## config.mk

```make
export PLATFORM = sky130hd
export DESIGN_NAME = mining_cmd_scheduler
export DESIGN_NICKNAME = d
export VERILOG_FILES = /design/src/rtl/mining_cmd_scheduler.sv
export SDC_FILE = /design/constraint.sdc
export NUM_CORES = 1
export LEC_CHECK = 0
export ABC_AREA = 0
export BUFFER_PORTS_ARGS = -buffer_cell sky130_fd_sc_hd__buf_2
export CORE_AREA = 2 2 364 366
export DETAILED_ROUTE_END_ITERATION = 10
export DIE_AREA = 0 0 366 368
export SETUP_SLACK_MARGIN = 0.05
export SLEW_MARGIN = 5
export SYNTH_ARGS = -nofsm -noshare
export SYNTH_HDL_FRONTEND = slang
export SYNTH_SLANG_ARGS = --single-unit
```

## constraint.sdc

```tcl
create_clock -name clk -period 3.64 [get_ports clk]
set_clock_uncertainty 0.15 [all_clocks]
set_input_delay 0.364 -clock clk [delete_from_list [all_inputs] [get_ports clk]]
set_output_delay 0.364 -clock clk [all_outputs]
set_load 0.01 [all_outputs]
```

## src/rtl/mining_cmd_scheduler.sv

```systemverilog
// mining_cmd_scheduler: runs host commands, sweeps nonces through one SHA-256 core,
// and returns status / found-nonce bytes over a valid/ack byte handshake.
module mining_cmd_scheduler #(
    parameter logic [31:0] NONCE_LAST   = 32'hFFFF_FFFF,
    parameter int          TARGET_ZEROS = 32
) (
    input  logic         clk,
    input  logic         rst,
    input  logic         ready,
    input  logic [7:0]   command,
    input  logic [15:0]  data_count,
    input  logic [255:0] buffer,
    output logic         hash_start,
    output logic [255:0] hash_mid,
    output logic [95:0]  hash_tail,
    output logic [31:0]  hash_nonce,
    input  logic         hash_done,
    input  logic [255:0] hash_out,
    output logic [7:0]   tx_byte,
    output logic         tx_valid,
    input  logic         tx_ack,
    output logic         busy
);
    typedef enum logic [2:0] {IDLE, ISSUE, WAIT, CHECK, REPLY} state_t;
    state_t state, state_d;
    logic prev_ready, stop_flag, found_flag, drop_flag, pend_done, resume;
    logic [TARGET_ZEROS-1:0] digest;
    logic [39:0] reply_buf;
    logic [2:0] reply_cnt;
    logic cmd_edge, accept, drop, hit, last;
    logic [7:0] reply_code;
    logic unused_ok;
    assign unused_ok = ^{data_count, hash_out[255-TARGET_ZEROS:0]};
    assign cmd_edge = ready & ~prev_ready;
    assign accept = cmd_edge && (state == IDLE || (state == WAIT && (command == 8'd4 || command == 8'd5)));
    assign drop = cmd_edge & ~accept;
    assign hit = digest == '0;
    assign last = hash_nonce == NONCE_LAST;
    assign reply_code = command == 8'd5 ? {drop_flag, 5'b0, found_flag, busy}
                      : (command <= 8'd2 || command == 8'd4) ? 8'h4B : 8'h45;
    assign hash_start = state == ISSUE;
    assign tx_valid = state == REPLY;
    assign tx_byte = reply_buf[39:32];
    assign busy = state != IDLE;
    always_ff @(posedge clk) begin
        if (rst) state <= IDLE;
        else state <= state_d;
    end
    always_comb begin
        state_d = state;
        case (state)
            IDLE:    state_d = !accept ? IDLE : command == 8'd3 ? ISSUE : REPLY;
            ISSUE:   state_d = WAIT;
            WAIT:    state_d = (accept && command == 8'd5) ? REPLY : (hash_done || pend_done) ? CHECK : WAIT;
            CHECK:   state_d = (hit || stop_flag || last) ? REPLY : ISSUE;
            REPLY:   state_d = (tx_ack && reply_cnt == 3'd1) ? (resume ? WAIT : IDLE) : REPLY;
            default: state_d = IDLE;
        endcase
    end
    always_ff @(posedge clk) begin
        if (rst) begin
            prev_ready <= 1'b0;
            hash_mid   <= '0;
            hash_tail  <= '0;
            hash_nonce <= '0;
            stop_flag  <= 1'b0;
            found_flag <= 1'b0;
            drop_flag  <= 1'b0;
            pend_done  <= 1'b0;
            resume     <= 1'b0;
            digest     <= '0;
            reply_buf  <= '0;
            reply_cnt  <= '0;
        end else begin
            prev_ready <= ready;
            if (drop) drop_flag <= 1'b1;
            if (hash_done && (state == WAIT || (state == REPLY && resume))) digest <= hash_out[255 -: TARGET_ZEROS];
            // a digest that lands while a mid-sweep STATUS is being sent is replayed on return to WAIT
            if (hash_done && ((state == REPLY && resume) || (state == WAIT && state_d == REPLY))) pend_done <= 1'b1;
            else if (state_d == CHECK) pend_done <= 1'b0;
            if (accept) begin
                case (command)
                    8'd1: hash_mid <= buffer;
                    8'd2: hash_tail <= buffer[95:0];
                    8'd3: begin
                        hash_nonce <= '0;
                        stop_flag  <= 1'b0;
                        found_flag <= 1'b0;
                    end
                    8'd4: stop_flag <= 1'b1;
                    8'd5: drop_flag <= 1'b0;
                    default: ;
                endcase
                resume    <= state == WAIT;
                reply_buf <= {reply_code, 32'b0};
                reply_cnt <= 3'd1;
            end
            if (state == CHECK) begin
                resume <= 1'b0;
                if (hit) begin
                    found_flag <= 1'b1;
                    reply_buf  <= {8'h46, hash_nonce};
                    reply_cnt  <= 3'd5;
                end else if (stop_flag || last) begin
                    reply_buf <= {stop_flag ? 8'h53 : 8'h58, 32'b0};
                    reply_cnt <= 3'd1;
                end else hash_nonce <= hash_nonce + 32'd1;
            end
            if (state == REPLY && tx_ack) begin
                reply_buf <= reply_buf << 8;
                reply_cnt <= reply_cnt - 3'd1;
            end
        end
    end
endmodule

```

# After elaboration in Yosys (flattened, before gate mapping)
# Cells that the tools add are included.
# Widths: inputs -> output; s select.
# totals
ff_bits	468
in_bits	541
word_cells	98
out_inout_bits	395
# classes
bitwise	4
reduce_logical	28
order_cmp	1
eq_ne	13
add_sub_neg	2
mux	36
# ops
operator	count
$mux 40	5
$mux 32	5
$add 32x1->32 const B	1
$eq 32x32->1 const B	1
$logic_not 32->1	1
$mux 3	10
$eq 8x2->1 const B	2
$eq 8x3->1 const B	2
$pmux 3 s5	1
$mux 1	10
$eq 3x2->1 const B	3
$logic_and 1x1->1	9
$logic_or 1x1->1	9
$eq 8x1->1 const B	1
$le 8x2->1 const B	1
$mux 4	2
$mux 8	1
$eq 3x1->1 const B	2
$eq 3x3->1 const B	2
$reduce_and 2->1	3
$reduce_bool 2->1	2
$reduce_or 2->1	2
$logic_not 3->1	1
$reduce_bool 3->1	1
5 further kinds	7

# Longest topological paths before layout
# Gate-level depths: netlist (run 1).
# depth
ltp_word	13
depth_mapped	11
ltp_nobuf	7

# Worst setup path before layout (run 1)
# OpenSTA, ideal clock, no wires.
# synth_timing
path_kind	input-to-reg
from	input port command[4]
to	register hash_mid[10]
n_path_buf	4
t_arrival_ns	2.244
setup_ns	0.143
stages	9
setup_slack_ns	1.103
t_required_ns	3.347
path_cell_list	or4_1 or2_1 buf_2 or4_4 buf_6 buf_12 buf_12 nand2_2 a21oi_2
# synth_via
elab_chain_len	6
word_cells_on_any_way	8
cone_classes	3 x eq/ne; 5 x reduce/logical
# synth_lines
element	line_no	text
start: declaration	10	input logic [7:0] command,
$eq 8x3->1	35	assign accept = cmd_edge && (state == IDLE || (state == WAIT && (command == 8'd4 || command == 8'd5)));
$logic_or 1x1->1	35	
$logic_and 1x1->1	35	
$logic_or 1x1->1	35	
$logic_and 1x1->1	35	
$reduce_and 2->1 (no source line) *	--	
end signal: assignment	83	8'd1: hash_mid <= buffer;
end: declaration	14	output logic [255:0] hash_mid,
# Every way passes the cells marked *; elsewhere a longest branch is shown, timed or not.
# A chain may end at the register's enable or synchronous reset.

# Worst setup path after layout (run 1)
# layout_timing
from	register state[2]
to	register hash_tail[8]
# layout_via
elab_chain_len	5
word_cells_on_any_way	6
cone_classes	1 x eq/ne; 5 x reduce/logical
# layout_lines
element	line_no	text
start: declaration	25	state_t state, state_d;
start signal: assignment	47	else state <= state_d;
$eq 3x2->1	35	
$logic_and 1x1->1	35	
$logic_or 1x1->1 *	35	
$logic_and 1x1->1 *	35	
$reduce_and 2->1 (no source line) *	--	
end signal: assignment	84	8'd2: hash_tail <= buffer[95:0];
end: declaration	15	output logic [95:0] hash_tail,
# Marked as above.

==> results of run 1 <==
## routing by layer
metal	part of all wire	vias up	GRT usage
met4	0.048	22	0.0530
met5	0.0019	-	0
met2	0.47	738	0.185
li1	-	9223	-
met3	0.078	154	0.0330
met1	0.40	8900	0.127
## placed cells by master, fill, tap and decap left out, types with 4 or more instances in the layout
| master | Yosys | final |
|---|---|---|
| and4_1 | 5 | 5 |
| a21oi_2 | 200 | 200 |
| clkbuf_1 | 83 | 10 |
| xor2_1 | 4 | 4 |
| or3_1 | 13 | 13 |
| o211ai_1 | 4 | 4 |
| buf_4 | 15 | 48 |
| a22oi_1 | 8 | 8 |
| buf_12 | 22 | 10 |
| nor3_1 | 9 | 9 |
| nand2b_1 | 6 | 6 |
| nand4_1 | 9 | 9 |
| dlygate4sd3_1 | 0 | 296 |
| a21oi_1 | 230 | 230 |
| mux2i_1 | 4 | 4 |
| nor2b_1 | 4 | 4 |
| nor2_1 | 84 | 84 |
| buf_2 | 44 | 694 |
| o2111ai_1 | 4 | 4 |
| or4_1 | 8 | 8 |
| o31ai_1 | 31 | 31 |
| o21ai_0 | 17 | 17 |
| nand2_2 | 201 | 201 |
| nand3_1 | 36 | 36 |
| dfxtp_1 | 468 | 468 |
| clkinv_2 | 0 | 8 |
| nand2_1 | 608 | 608 |
| and3_1 | 7 | 7 |
| inv_6 | 0 | 5 |
| a211oi_1 | 5 | 5 |
| clkbuf_16 | 0 | 53 |
| inv_1 | 7 | 7 |
| clkbuf_8 | 0 | 13 |
| xnor2_1 | 8 | 8 |
| nor4_1 | 20 | 19 |
## logic make-up (layout without fill, tap and decap cells)
group	count (synthesis)	count (layout)	share of synthesized area
AND/OR/NAND/NOR	1028	1028	0.247
AO/OA/AOI/OAI	522	522	0.188
flip-flops	468	468	0.492
buffers and inverters	179	1150	0.0626
XOR/XNOR	12	12	0.00551
multiplexers	5	5	0.00269
adder cells (fa/ha/maj)	4	4	0.00249
other	0	2	0
## Yosys cell counts, types with 4 or more instances
master     count  share of area
and3_1         7         0.0023
nand2_1      608           0.12
nor3_1         9         0.0024
xor2_1         4         0.0018
or3_1         13         0.0043
o31ai_1       31          0.012
mux2i_1        4         0.0021
inv_1          7         0.0014
xnor2_1        8         0.0037
buf_6          7         0.0041
clkbuf_1      83          0.016
nor4_1        20         0.0066
dfxtp_1      468           0.49
nand4_1        9         0.0030
o211ai_1       4         0.0016
nand3_1       36         0.0095
or4_1          8         0.0032
o21ai_0       17         0.0045
buf_2         44          0.012
nand2b_1       6         0.0020
a21oi_2      200          0.092
o2111ai_1      4         0.0018
nand2_2      201          0.066
a22oi_1        8         0.0032
buf_4         15         0.0059
and4_1         5         0.0023
nor2_1        84          0.017
a21oi_1      230          0.060
a211oi_1       5         0.0020
buf_12        22          0.023
nor2b_1        4         0.0013
## power breakdown
part	total [mW]	internal [mW]	switching (mW)
Sequential	5.19	5.16	0.0269
Clock	5.32	2.98	2.34
Combinational	0.839	0.414	0.425
Total	11.3	8.55	2.79
## cell type report
class | count | share of cell area
Clock buffer | 76 | 0.0534
Timing Repair Buffer | 1049 | 0.243
Clock inverter | 18 | 0.00658
Sequential cell | 468 | 0.324
Inverter | 7 | 0.000910
Antenna cell | 2 | 0.000173
Multi-Input combinational cell | 1571 | 0.296
Tap cell | 1755 | 0.0760
## path summary, 6_finish.rpt
path,endpoint,slack [ps],start
max reg2reg,hash_tail[8],580,state[2]
min reg2reg,hash_mid[81],300,hash_mid[81]
min,digest[21],50,hash_out[245]
max,hash_tail[8],580,state[2]
## timing repair
item,in CTS,in global routing
hold endpoints to repair,387,0
setup endpoints to repair,0,0
buffers inserted,0,0
hold buffers,296,0
## critical path: cells and delay by family (launching register included)
kind                   cells  cell delay [ps]
and+or+nand+nor            4             1250
buffers and inverters      3             1030
DFF                        1              430
AOI/OAI and AO/OA          1              120
## stage by stage
step	util	hold slack [ps]	std cells	setup slack, ps	area (µm²)
detailed placement	0.185	289	4554	420	24200
floorplan	-	275	2218	1100	19100
global placement	0.185	287	4554	441	24200
finish	0.221	55.0	4946	579	28900
CTS	0.221	4.80	4944	544	28900
global route	0.221	19.5	4944	365	28900
## sequential cells by signal, summed over array words and instances (netlist names)
signal / cells
hash_mid: 256
hash_tail: 96
reply_buf: 40
digest: 32
hash_nonce: 32
reply_cnt: 3
state: 3
drop_flag: 1
found_flag: 1
pend_done: 1
prev_ready: 1
resume: 1
stop_flag: 1
==> key figures, run 1 <==
Status
  – Status: finished, final reports clean

Placed design
  – Post-DP HPWL: 56.3 mm
  – Gpl congestion: 0.874
  – Port Buffers: 695

Setup path
  – Worst Path Arrival: 3500 ps
  – Cell breakdown of the critical path: or3_1, nor2b_1, buf_4, and4b_4, buf_4, nand2_1, a21oi_1, dlygate4sd3_1
  – Most used cell, CP: buf_4
  – Crit-path max FO: 21
  – Crit path launch type: flop
  – R2R depth: 8
  – Critical path data required time: 4080 ps
  – Setup CP Type: flop to flop
  – Setup crit end kind: flop
  – CP max-delay cell: and4b_4
  – Peak per-stage delay on the critical path: 560 ps

Timing
  – Slew headroom: 0.261
  – Final Cycle Share: 0.841
  – Max Clock Freq: 0.327 GHz
  – Worst-margin pin slew: 1100 ps
  – RSZ-0062 raised after global routing: false
  – Minimum clock period: 3060 ps
  – Setup tns final: 0 ps
  – Fin. Hold Viols: 0
  – Finish-stage setup viols: 0
  – Slew Viols, Final: 0

Drt
  – Drt first-iter violations: 993
  – DR pass1 iterations: 6
  – WL/cell: 15.7 µm
  – Vias: 19000
  – Drt drc: 0
  – Routed WL: 77.9 mm
  – Vias per inst: 3.85
  – Post-route ant nets: 0

Cells and area
  – Layout Nets: 3694
  – FF+latch area: 9370 µm²
  – Multi-input logic area: 8540 µm²
  – P&R area growth vs syn: 51.5%
  – Layout cells sized above 1: 0.393
  – Fillers: 14200

Die
  – Core area: 131000 µm²
  – Die height: 368 µm
  – Die ar.: 135000 µm²
  – Rows: 133
  – Initial Utilization: 0.146
  – IO Count: 936
  – Die extent in x: 366 µm

Clock tree
  – Clock Tree Buf Depth: 3
  – Clk pin slew, worst setup/hold paths: 60 ps
  – Clock buffer count from CTS: 53
  – Worst-Skew Late Latency: 640 ps
  – # resized after CTS: 0
  – Root buf cell: clkbuf_16
  – CTS H-tree lvls: 2
  – CTS tree: built
  – Clock Sinks: 468

Run
  – Max-cap violations: 0

Global routing
  – Vias in the first global route: 18800
  – GRT Total Usage: 0.110
  – Largest net degree at the start of global routing: 119
  – Initial antenna violation count: 13
  – GR Overflow Total: 0
  – First-pass GRT wire length: 115 mm

Power and ir drop
  – Total power: 11.3 mW
  – Pleak: 11.2 nW
  – Worst IR Drop VDD: 0.000337 V
  – Pwr Density: 393 nW/µm²

Synth
  – Yosys Warn Count: 0
  – Syn_area_per_cell: 8.59 µm²
  – Post-synth net total: 2762
  – EDFF count, synth: 0
  – Library cells used by synthesis: 64
  – Mapped Area: 19100 µm²
  – Post-synthesis async set-or-reset flop share: 0
  – Top FF cell, synth: dfxtp_1
  – Sequential share of the synthesized area: 0.492
  – Syn Inst Count: 2218
  – Yosys reg bits: 468

Min path
  – Worst Hold Path Cells: 3
  – Worst Hold Class: primary input to flop
No activity file was read; power rests on OpenSTA's default activity.
==> run 2, diff against run 1 <==
--- a/config.mk
+++ b/config.mk
@@ -5,11 +5,11 @@
 export SDC_FILE = /design/constraint.sdc
 export NUM_CORES = 1
 export LEC_CHECK = 0
-export ABC_AREA = 0
+export ABC_AREA = 1
 export BUFFER_PORTS_ARGS = -buffer_cell sky130_fd_sc_hd__buf_2
-export CORE_AREA = 2 2 364 366
+export CORE_AREA = 2 2 365 367
 export DETAILED_ROUTE_END_ITERATION = 10
-export DIE_AREA = 0 0 366 368
+export DIE_AREA = 0 0 367 369
 export SETUP_SLACK_MARGIN = 0.05
 export SLEW_MARGIN = 5
 export SYNTH_ARGS = -nofsm -noshare
==> constraint.sdc (replaced) <==
create_clock -name clk -period 2.9 [get_ports clk]
set_clock_uncertainty 0.15 [all_clocks]
set_input_delay 0.29 -clock clk [delete_from_list [all_inputs] [get_ports clk]]
set_output_delay 0.29 -clock clk [all_outputs]
set_load 0.01 [all_outputs]
==> run 2 against run 1 <==
Effect of this change:
- largest power group unchanged
- critical endpoint is now hash_tail[90]
- critical path depth up 3
- synthesized area down 5.2%
- register-to-register slack worse by 320 ps
- die area up 0.55%
- utilization down 0.086 points
- non-clock buffer count up 19
- global-route usage up 2.2 points
- total power up 39%
- wire length up 21%
- count of clock-buffer cells in the layout down 1
==> key figures, run 2 <==
Clock tree
  – Clock Sinks: 468 (unchanged)
  – Clk pin slew, worst setup/hold paths: 70 ps (was 60 ps)
  – Clock Tree Buf Depth: 3 (unchanged)
  – Worst-Skew Late Latency: 660 ps (was 640 ps)
  – # resized after CTS: 0 (unchanged)
  – CTS tree: built (unchanged)
  – Root buf cell: clkbuf_16 (unchanged)
  – CTS H-tree lvls: 2 (unchanged)
  – Clock buffer count from CTS: 57 (was 53)

Drt
  – WL/cell: 18.0 µm (was 15.7 µm)
  – Drt first-iter violations: 1268 (was 993)
  – Routed WL: 93.9 mm (was 77.9 mm)
  – Vias: 20100 (was 19000)
  – DR pass1 iterations: 6 (unchanged)
  – Post-route ant nets: 0 (unchanged)
  – Drt drc: 0 (unchanged)
  – Vias per inst: 3.85 (about the same)

Synth
  – Post-synth top cells: 690 x nand2_1, 468 x dfxtp_1, 363 x nor2_1, 343 x a21oi_1, 187 x o21ai_0 (was 608 x nand2_1, 468 x dfxtp_1, 230 x a21oi_1, 201 x nand2_2, 200 x a21oi_2)
  – Synth top area share: 0.518 (was 0.492)
  – EDFF count, synth: 0 (unchanged)
  – Top-count cell post-synth: nand2_1 (unchanged)
  – Yosys reg bits: 468 (unchanged)
  – Post-synth net total: 2989 (was 2762)
  – Yosys top cell by area: dfxtp_1 (unchanged)
  – Syn_area_per_cell: 7.39 µm² (was 8.59 µm²)
  – Synth area leaders: dfxtp_1 52%, nand2_1 14%, a21oi_1 9.5% (was dfxtp_1 49%, nand2_1 12%, a21oi_2 9.2%)
  – Syn Inst Count: 2445 (was 2218)
  – Top FF cell, synth: dfxtp_1 (unchanged)
  – Sequential share of the synthesized area: 0.518 (was 0.492)
  – Mapped Area: 18100 µm² (was 19100 µm²)
  – Yosys Warn Count: 0 (unchanged)
  – Library cells used by synthesis: 38 (was 64)
  – Post-synthesis async set-or-reset flop share: 0 (unchanged)

Global routing
  – GR Overflow Total: 0 (unchanged)
  – GRT Total Usage: 0.132 (was 0.110)
  – Vias in the first global route: 19500 (was 18800)
  – Largest net degree at the start of global routing: 145 (was 119)
  – Initial antenna violation count: 23 (was 13)
  – First-pass GRT wire length: 132 mm (was 115 mm)

Timing
  – Min Hold Slack: 148 ps (was 55.0 ps)
  – RSZ-0062 raised after global routing: false (unchanged)
  – Slew Viols, Final: 0 (unchanged)
  – Setup tns final: 0 ps (unchanged)
  – Final Cycle Share: 0.911 (was 0.841)
  – Worst-margin pin slew: 835 ps (was 1100 ps)
  – Finish-stage setup viols: 0 (unchanged)
  – Minimum clock period: 2640 ps (was 3060 ps)
  – Setup WS post-layout: 259 ps (was 579 ps)
  – Max Clock Freq: 0.379 GHz (was 0.327 GHz)
  – Slew headroom: 0.443 (was 0.261)
  – Fin. Hold Viols: 0 (unchanged)

Setup path
  – Worst Path Arrival: 3050 ps (was 3500 ps)
  – R2R depth: 11 (was 8)
  – Setup crit end kind: flop (unchanged)
  – Critical path startpoint: state[2] (unchanged)
  – Register-to-register setup slack: 260 ps (was 580 ps)
  – Crit-path max FO: 43 (was 21)
  – Critical path data required time: 3310 ps (was 4080 ps)
  – R2r startpoint: state[2] (unchanged)
  – RR Endpoint: hash_tail[90] (was hash_tail[8])
  – End of the critical path: hash_tail[90] (was hash_tail[8])
  – Crit path launch type: flop (unchanged)
  – Setup CP Type: flop to flop (unchanged)

Placed design
  – Post-DP HPWL: 69.6 mm (was 56.3 mm)
  – Gpl congestion: 0.872 (was 0.874)
  – Port Buffers: 695 (unchanged)
  – Placed insts: 4805 (was 4554)
  – Pre-CTS setup slack: 159 ps (was 420 ps)

Power and ir drop
  – Total power: 15.8 mW (was 11.3 mW)
  – Pleak: 12.3 nW (was 11.2 nW)
  – Worst IR Drop VDD: 0.000481 V (was 0.000337 V)
  – Pwr Density: 546 nW/µm² (was 393 nW/µm²)

Cells and area
  – Biggest regs: hash_mid x256, hash_tail x96, reply_buf x40 (unchanged)
  – Layout Cells excl Fill: 5220 (was 4946)
  – Multi-input logic area: 7430 µm² (was 8540 µm²)
  – Top reg by flops: hash_mid (unchanged)
  – FF+latch area: 9370 µm² (unchanged)
  – Layout Nets: 3954 (was 3694)
  – Layout cells sized above 1: 0.263 (was 0.393)
  – Fillers: 14500 (was 14200)
  – Max reg flops: 256 (unchanged)
  – Most frequent cells in the layout: 694 x buf_2, 690 x nand2_1, 468 x dfxtp_1, 363 x nor2_1, 343 x a21oi_1 (was 694 x buf_2, 608 x nand2_1, 468 x dfxtp_1, 296 x dlygate4sd3_1, 230 x a21oi_1)
  – P&R area growth vs syn: 59.6% (was 51.5%)
  – Commonest non-fill, non-tap cell in the layout: buf_2 (unchanged)

Min path
  – Worst Hold Class: primary input to flop (unchanged)

Die
  – Initial Utilization: 0.138 (was 0.146)
  – Die height: 369 µm (was 368 µm)
  – IO Count: 936 (unchanged)
  – Core area: 131000 µm² (about the same)
  – Die extent in x: 367 µm (was 366 µm)
  – Rows: 133 (unchanged)
  – Die ar.: 135000 µm² (about the same)

Run
  – Max-cap violations: 0 (unchanged)

Status
  – Status: finished, final reports clean (unchanged)
==> run 2: cell count changes in the layout (fill, tap and decap cells not counted), sizes merged, moves of 15 or more <==
cell,previous run,this run
nand2,809,699
inv,12,111
o31ai,31,0
a21oi,431,343
nand4,9,24
nor4,21,3
o21ai,18,199
buf,753,769
nor2,84,371
==> run 2: cells by family after synthesis <==
group,count (synthesis),share of synthesized area
and+or+nand+nor,1154,0.253
adders and majority gates,3,0.00208
DFF,468,0.518
xor gates and xnor gates,4,0.00194
buffers and inverters,266,0.0713
AOI/OAI and AO/OA,550,0.153
==> run 2: cell type report <==
type | count | area share
multi-input combinational | 1711 | 0.257
antenna | 7 | 0.000607
timing repair buffer | 1068 | 0.253
clock inverter | 32 | 0.0172
tap | 1755 | 0.0761
sequential | 468 | 0.325
clock buffer | 75 | 0.0570
inverter | 104 | 0.0142
==> run 2: worst min path at each step <==
stage | startpoint | end | slack [ps] | cells past startpoint
after floorplan | ready | prev_ready | 260 | 2
after CTS | command[5] | stop_flag | 140 | 8
after global placement | digest[12] | digest[12] | 290 | 2
after global routing | command[5] | stop_flag | 210 | 8
final | command[5] | stop_flag | 150 | 8
after detailed placement | reply_buf[18] | reply_buf[18] | 300 | 2
==> run 2: repair_timing <==
action,CTS,global route
hold buffers,299,0
endpoints found under the hold margin,415,0
endpoints found under the setup margin,0,1
setup buffers,0,2
==> run 2: report_power, final <==
group	switching (mW)	total, mW	internal [mW]
Clock	3.30	8.15	4.85
Combinational	0.567	1.10	0.536
Sequential	0.0259	6.50	6.48
Total	3.89	15.8	11.9
==> run 2: stage by stage <==
step                      utilization  instance area, µm²
after floorplan                     -               18100
after global placement          0.180               23700
after detailed placement        0.180               23700
after CTS                       0.220               28800
after global routing            0.220               28800
final                           0.220               28800
==> run 2: per-layer routing <==
metal | wire length, µm | vias up | GRT usage
met4 | 3170 | 34 | 0.0459
met5 | 199 | - | 0
met2 | 43100 | 794 | 0.215
met1 | 39100 | 9297 | 0.159
met3 | 8450 | 172 | 0.0465
li1 | - | 9804 | -
==> run 2: critical path: stages (launching register included) <==
cell and delay, ps:
dfxtp_1 390, nor3_4 320, nand2_1 110, nand2_2 120, nand2_4 140, nor2_4 170
buf_12 130, inv_4 50, buf_12 170, nor2_1 170, nor2_1 60, dlygate4sd3_1 540
==> run 3, diff against run 2 <==
--- a/config.mk
+++ b/config.mk
@@ -7,9 +7,9 @@
 export LEC_CHECK = 0
 export ABC_AREA = 1
 export BUFFER_PORTS_ARGS = -buffer_cell sky130_fd_sc_hd__buf_2
-export CORE_AREA = 2 2 365 367
+export CORE_AREA = 2 2 368 370
 export DETAILED_ROUTE_END_ITERATION = 10
-export DIE_AREA = 0 0 367 369
+export DIE_AREA = 0 0 370 372
 export SETUP_SLACK_MARGIN = 0.05
 export SLEW_MARGIN = 5
 export SYNTH_ARGS = -nofsm -noshare
==> constraint.sdc (replaced) <==
create_clock -name clk -period 2.5 [get_ports clk]
set_clock_uncertainty 0.15 [all_clocks]
set_input_delay 0.25 -clock clk [delete_from_list [all_inputs] [get_ports clk]]
set_output_delay 0.25 -clock clk [all_outputs]
set_load 0.01 [all_outputs]
==> run 3 against run 2 <==
Effect of this change:
- final cell count increased by 1.4%
- first-iteration DRC count increased by 28%
- register-to-register slack got worse by 50 ps
- die area increased by 1.6%
- global-route usage decreased by 0.63 points
- hold slack got worse by 52 ps
- wire length decreased by 1.6%
- combinational power increased by 18%
- largest cell class unchanged
- largest power group unchanged
==> key figures, run 3 (same netlist as run 2, synthesis figures left out) <==
Timing
  – Min Hold Slack: 96.1 ps (was 148 ps)
  – Finish-stage setup viols: 0 (unchanged)
  – Worst-margin pin slew: 999 ps (was 835 ps)
  – Minimum clock period: 2290 ps (was 2640 ps)
  – Slew Viols, Final: 0 (unchanged)
  – Final Cycle Share: 0.916 (was 0.911)
  – Fin. Hold Viols: 0 (unchanged)
  – Max Clock Freq: 0.437 GHz (was 0.379 GHz)
  – RSZ-0062 raised after global routing: true (was false)
  – Setup tns final: 0 ps (unchanged)
  – Slew headroom: 0.334 (was 0.443)

Cells and area
  – Multi-input logic area: 7440 µm² (was 7430 µm²)
  – Max reg flops: 256 (unchanged)
  – Layout Cells excl Fill: 5292 (was 5220)
  – Most frequent cells in the layout: 694 x buf_2, 690 x nand2_1, 468 x dfxtp_1, 361 x nor2_1, 343 x a21oi_1 (was 694 x buf_2, 690 x nand2_1, 468 x dfxtp_1, 363 x nor2_1, 343 x a21oi_1)
  – Top reg by flops: hash_mid (unchanged)
  – Layout cells sized above 1: 0.272 (was 0.263)
  – Layout Nets: 4003 (was 3954)
  – Commonest non-fill, non-tap cell in the layout: buf_2 (unchanged)
  – Fillers: 14800 (was 14500)
  – P&R area growth vs syn: 61.1% (was 59.6%)
  – Biggest regs: hash_mid x256, hash_tail x96, reply_buf x40 (unchanged)
  – FF+latch area: 9370 µm² (unchanged)

Drt
  – Vias: 20400 (was 20100)
  – Drt drc: 0 (unchanged)
  – Drt first-iter violations: 1628 (was 1268)
  – Routed WL: 92.4 mm (was 93.9 mm)
  – Vias per inst: 3.86 (was 3.85)
  – Post-route ant nets: 0 (unchanged)
  – WL/cell: 17.5 µm (was 18.0 µm)
  – DR pass1 iterations: 5 (was 6)

Die
  – Die extent in x: 370 µm (was 367 µm)
  – Initial Utilization: 0.135 (was 0.138)
  – Die ar.: 138000 µm² (was 135000 µm²)
  – Die height: 372 µm (was 369 µm)
  – Core area: 134000 µm² (was 131000 µm²)
  – IO Count: 936 (unchanged)
  – Rows: 135 (was 133)

Setup path
  – Crit path launch type: flop (unchanged)
  – Worst Path Arrival: 2720 ps (was 3050 ps)
  – Delay-heaviest family, CP: buffers and inverters (was simple AND/OR/NAND/NOR gates)
  – Setup CP Type: flop to flop (unchanged)
  – Critical path data required time: 2930 ps (was 3310 ps)
  – Peak per-stage delay on the critical path: 470 ps (was 540 ps)
  – CP max-delay cell: buf_4 (was dlygate4sd3_1)
  – Logic depth of the worst path, buffers included: 12 (was 11)
  – Cell breakdown of the critical path: inv_2, nand2_1, nor2_2, inv_2, nand2_2, nand2_4, inv_4, nand2_8, buf_4, buf_4, nand2_1, a21oi_1 (was nor3_4, nand2_1, nand2_2, nand2_4, nor2_4, buf_12, inv_4, buf_12, nor2_1, nor2_1, dlygate4sd3_1)
  – Setup crit end kind: flop (unchanged)
  – R2R depth: 12 (was 11)
  – RR Endpoint: hash_mid[254] (was hash_tail[90])
  – R2r startpoint: state[0] (was state[2])
  – Register-to-register setup slack: 210 ps (was 260 ps)
  – Crit-path max FO: 49 (was 43)
  – Worst path bufs/invs: 5 (was 4)

Status
  – Status: finished, final reports clean (unchanged)

Power and ir drop
  – Pwr Density: 598 nW/µm² (was 546 nW/µm²)
  – Pleak: 12.5 nW (was 12.3 nW)
  – Worst IR Drop VDD: 0.000500 V (was 0.000481 V)
  – Total power: 17.4 mW (was 15.8 mW)

Placed design
  – Placed insts: 4883 (was 4805)
  – Post-DP HPWL: 69.4 mm (was 69.6 mm)
  – Port Buffers: 695 (unchanged)
  – Gpl congestion: 0.889 (was 0.872)

Global routing
  – Initial antenna violation count: 14 (was 23)
  – Largest net degree at the start of global routing: 183 (was 145)
  – Vias in the first global route: 19500 (about the same)
  – GR Overflow Total: 0 (unchanged)
  – First-pass GRT wire length: 128 mm (was 132 mm)
  – GRT Total Usage: 0.125 (was 0.132)

Clock tree
  – CTS H-tree lvls: 2 (unchanged)
  – Clock buffer count from CTS: 58 (was 57)
  – CTS tree: built (unchanged)
  – Clock Tree Buf Depth: 3 (unchanged)
  – Root buf cell: clkbuf_16 (unchanged)
  – Clock Sinks: 468 (unchanged)
  – Clk pin slew, worst setup/hold paths: 60 ps (was 70 ps)
  – Worst-Skew Late Latency: 650 ps (was 660 ps)

Min path
  – WHS Endpoint: state[2] (was stop_flag)
  – Worst Hold Class: primary input to flop (unchanged)
  – Hold path startpoint: command[1] (was command[5])
  – Worst Hold Path Cells: 4 (was 8)

Run
  – Max-cap violations: 0 (unchanged)
run 3: changes by cell type in the layout (fill, tap and decap cells not counted), moves of 5 or more:
cell	change
buf_4	+45
bufinv_16	-5
clkbuf_1	+9
clkbuf_8	-8
clkinv_2	+11
clkinvlp_4	-7
dlygate4sd3_1	-5
run 3: power breakdown:
group          internal (mW)  switching, mW
clock                   4.96           3.61
sequential              7.51         0.0328
combinational          0.641          0.658
run 3: repair_timing:
item	4_1_cts	5_1_grt
hold buffers	294	0
setup buffers	0	2
gates resized for setup	1	11
endpoints found under the setup margin	14	74
hold endpoints to repair	422	0
pin swaps	0	3
gates cloned	0	1
run 3: worst max path at each step:
stage	startpoint	end	slack (ps)
2_1_floorplan	hash_nonce[0]	reply_buf[2]	470
3_3_place_gp	command[5]	hash_tail[45]	-90
3_5_place_dp	command[5]	hash_mid[70]	-100
4_1_cts	digest[20]	reply_buf[31]	100
5_1_grt	state[0]	hash_mid[245]	40
6_report	state[0]	hash_mid[254]	210
run 3: per-stage QoR:
stage / area [µm²] / util / worst slack, ps
2_1_floorplan: 18100 / - / 469
3_3_place_gp: 24100 / 0.180 / -88.1
3_5_place_dp: 24100 / 0.180 / -96.3
4_1_cts: 29000 / 0.216 / 95.8
5_1_grt: 29100 / 0.217 / 43.4
6_report: 29100 / 0.217 / 211
run 3: per-layer routing:
| metal | GRT usage | up-vias | part of all wire |
|---|---|---|---|
| met2 | 0.201 | 842 | 0.45 |
| met4 | 0.0400 | 14 | 0.030 |
| li1 | - | 9893 | - |
| met5 | 0 | - | 0.00092 |
| met1 | 0.154 | 9535 | 0.42 |
| met3 | 0.0474 | 124 | 0.10 |
run 3: worst register-to-register path: stages (launching register included):
cell     delay (ps)
dfxtp_1         400
inv_2            80
nand2_1         100
nor2_2           50
inv_2            80
nand2_2          70
nand2_4          90
inv_4            50
nand2_8          90
buf_4           230
buf_4           480
nand2_1         130
a21oi_1         200
run 3: area by class of cell:
class / instances / share of cell area
Antenna cell: 6 / 0.000516
Clock buffer: 78 / 0.0556
Clock inverter: 28 / 0.0105
Inverter: 104 / 0.0144
Multi-Input combinational cell: 1711 / 0.256
Sequential cell: 468 / 0.322
Tap cell: 1781 / 0.0765
Timing Repair Buffer: 1116 / 0.265
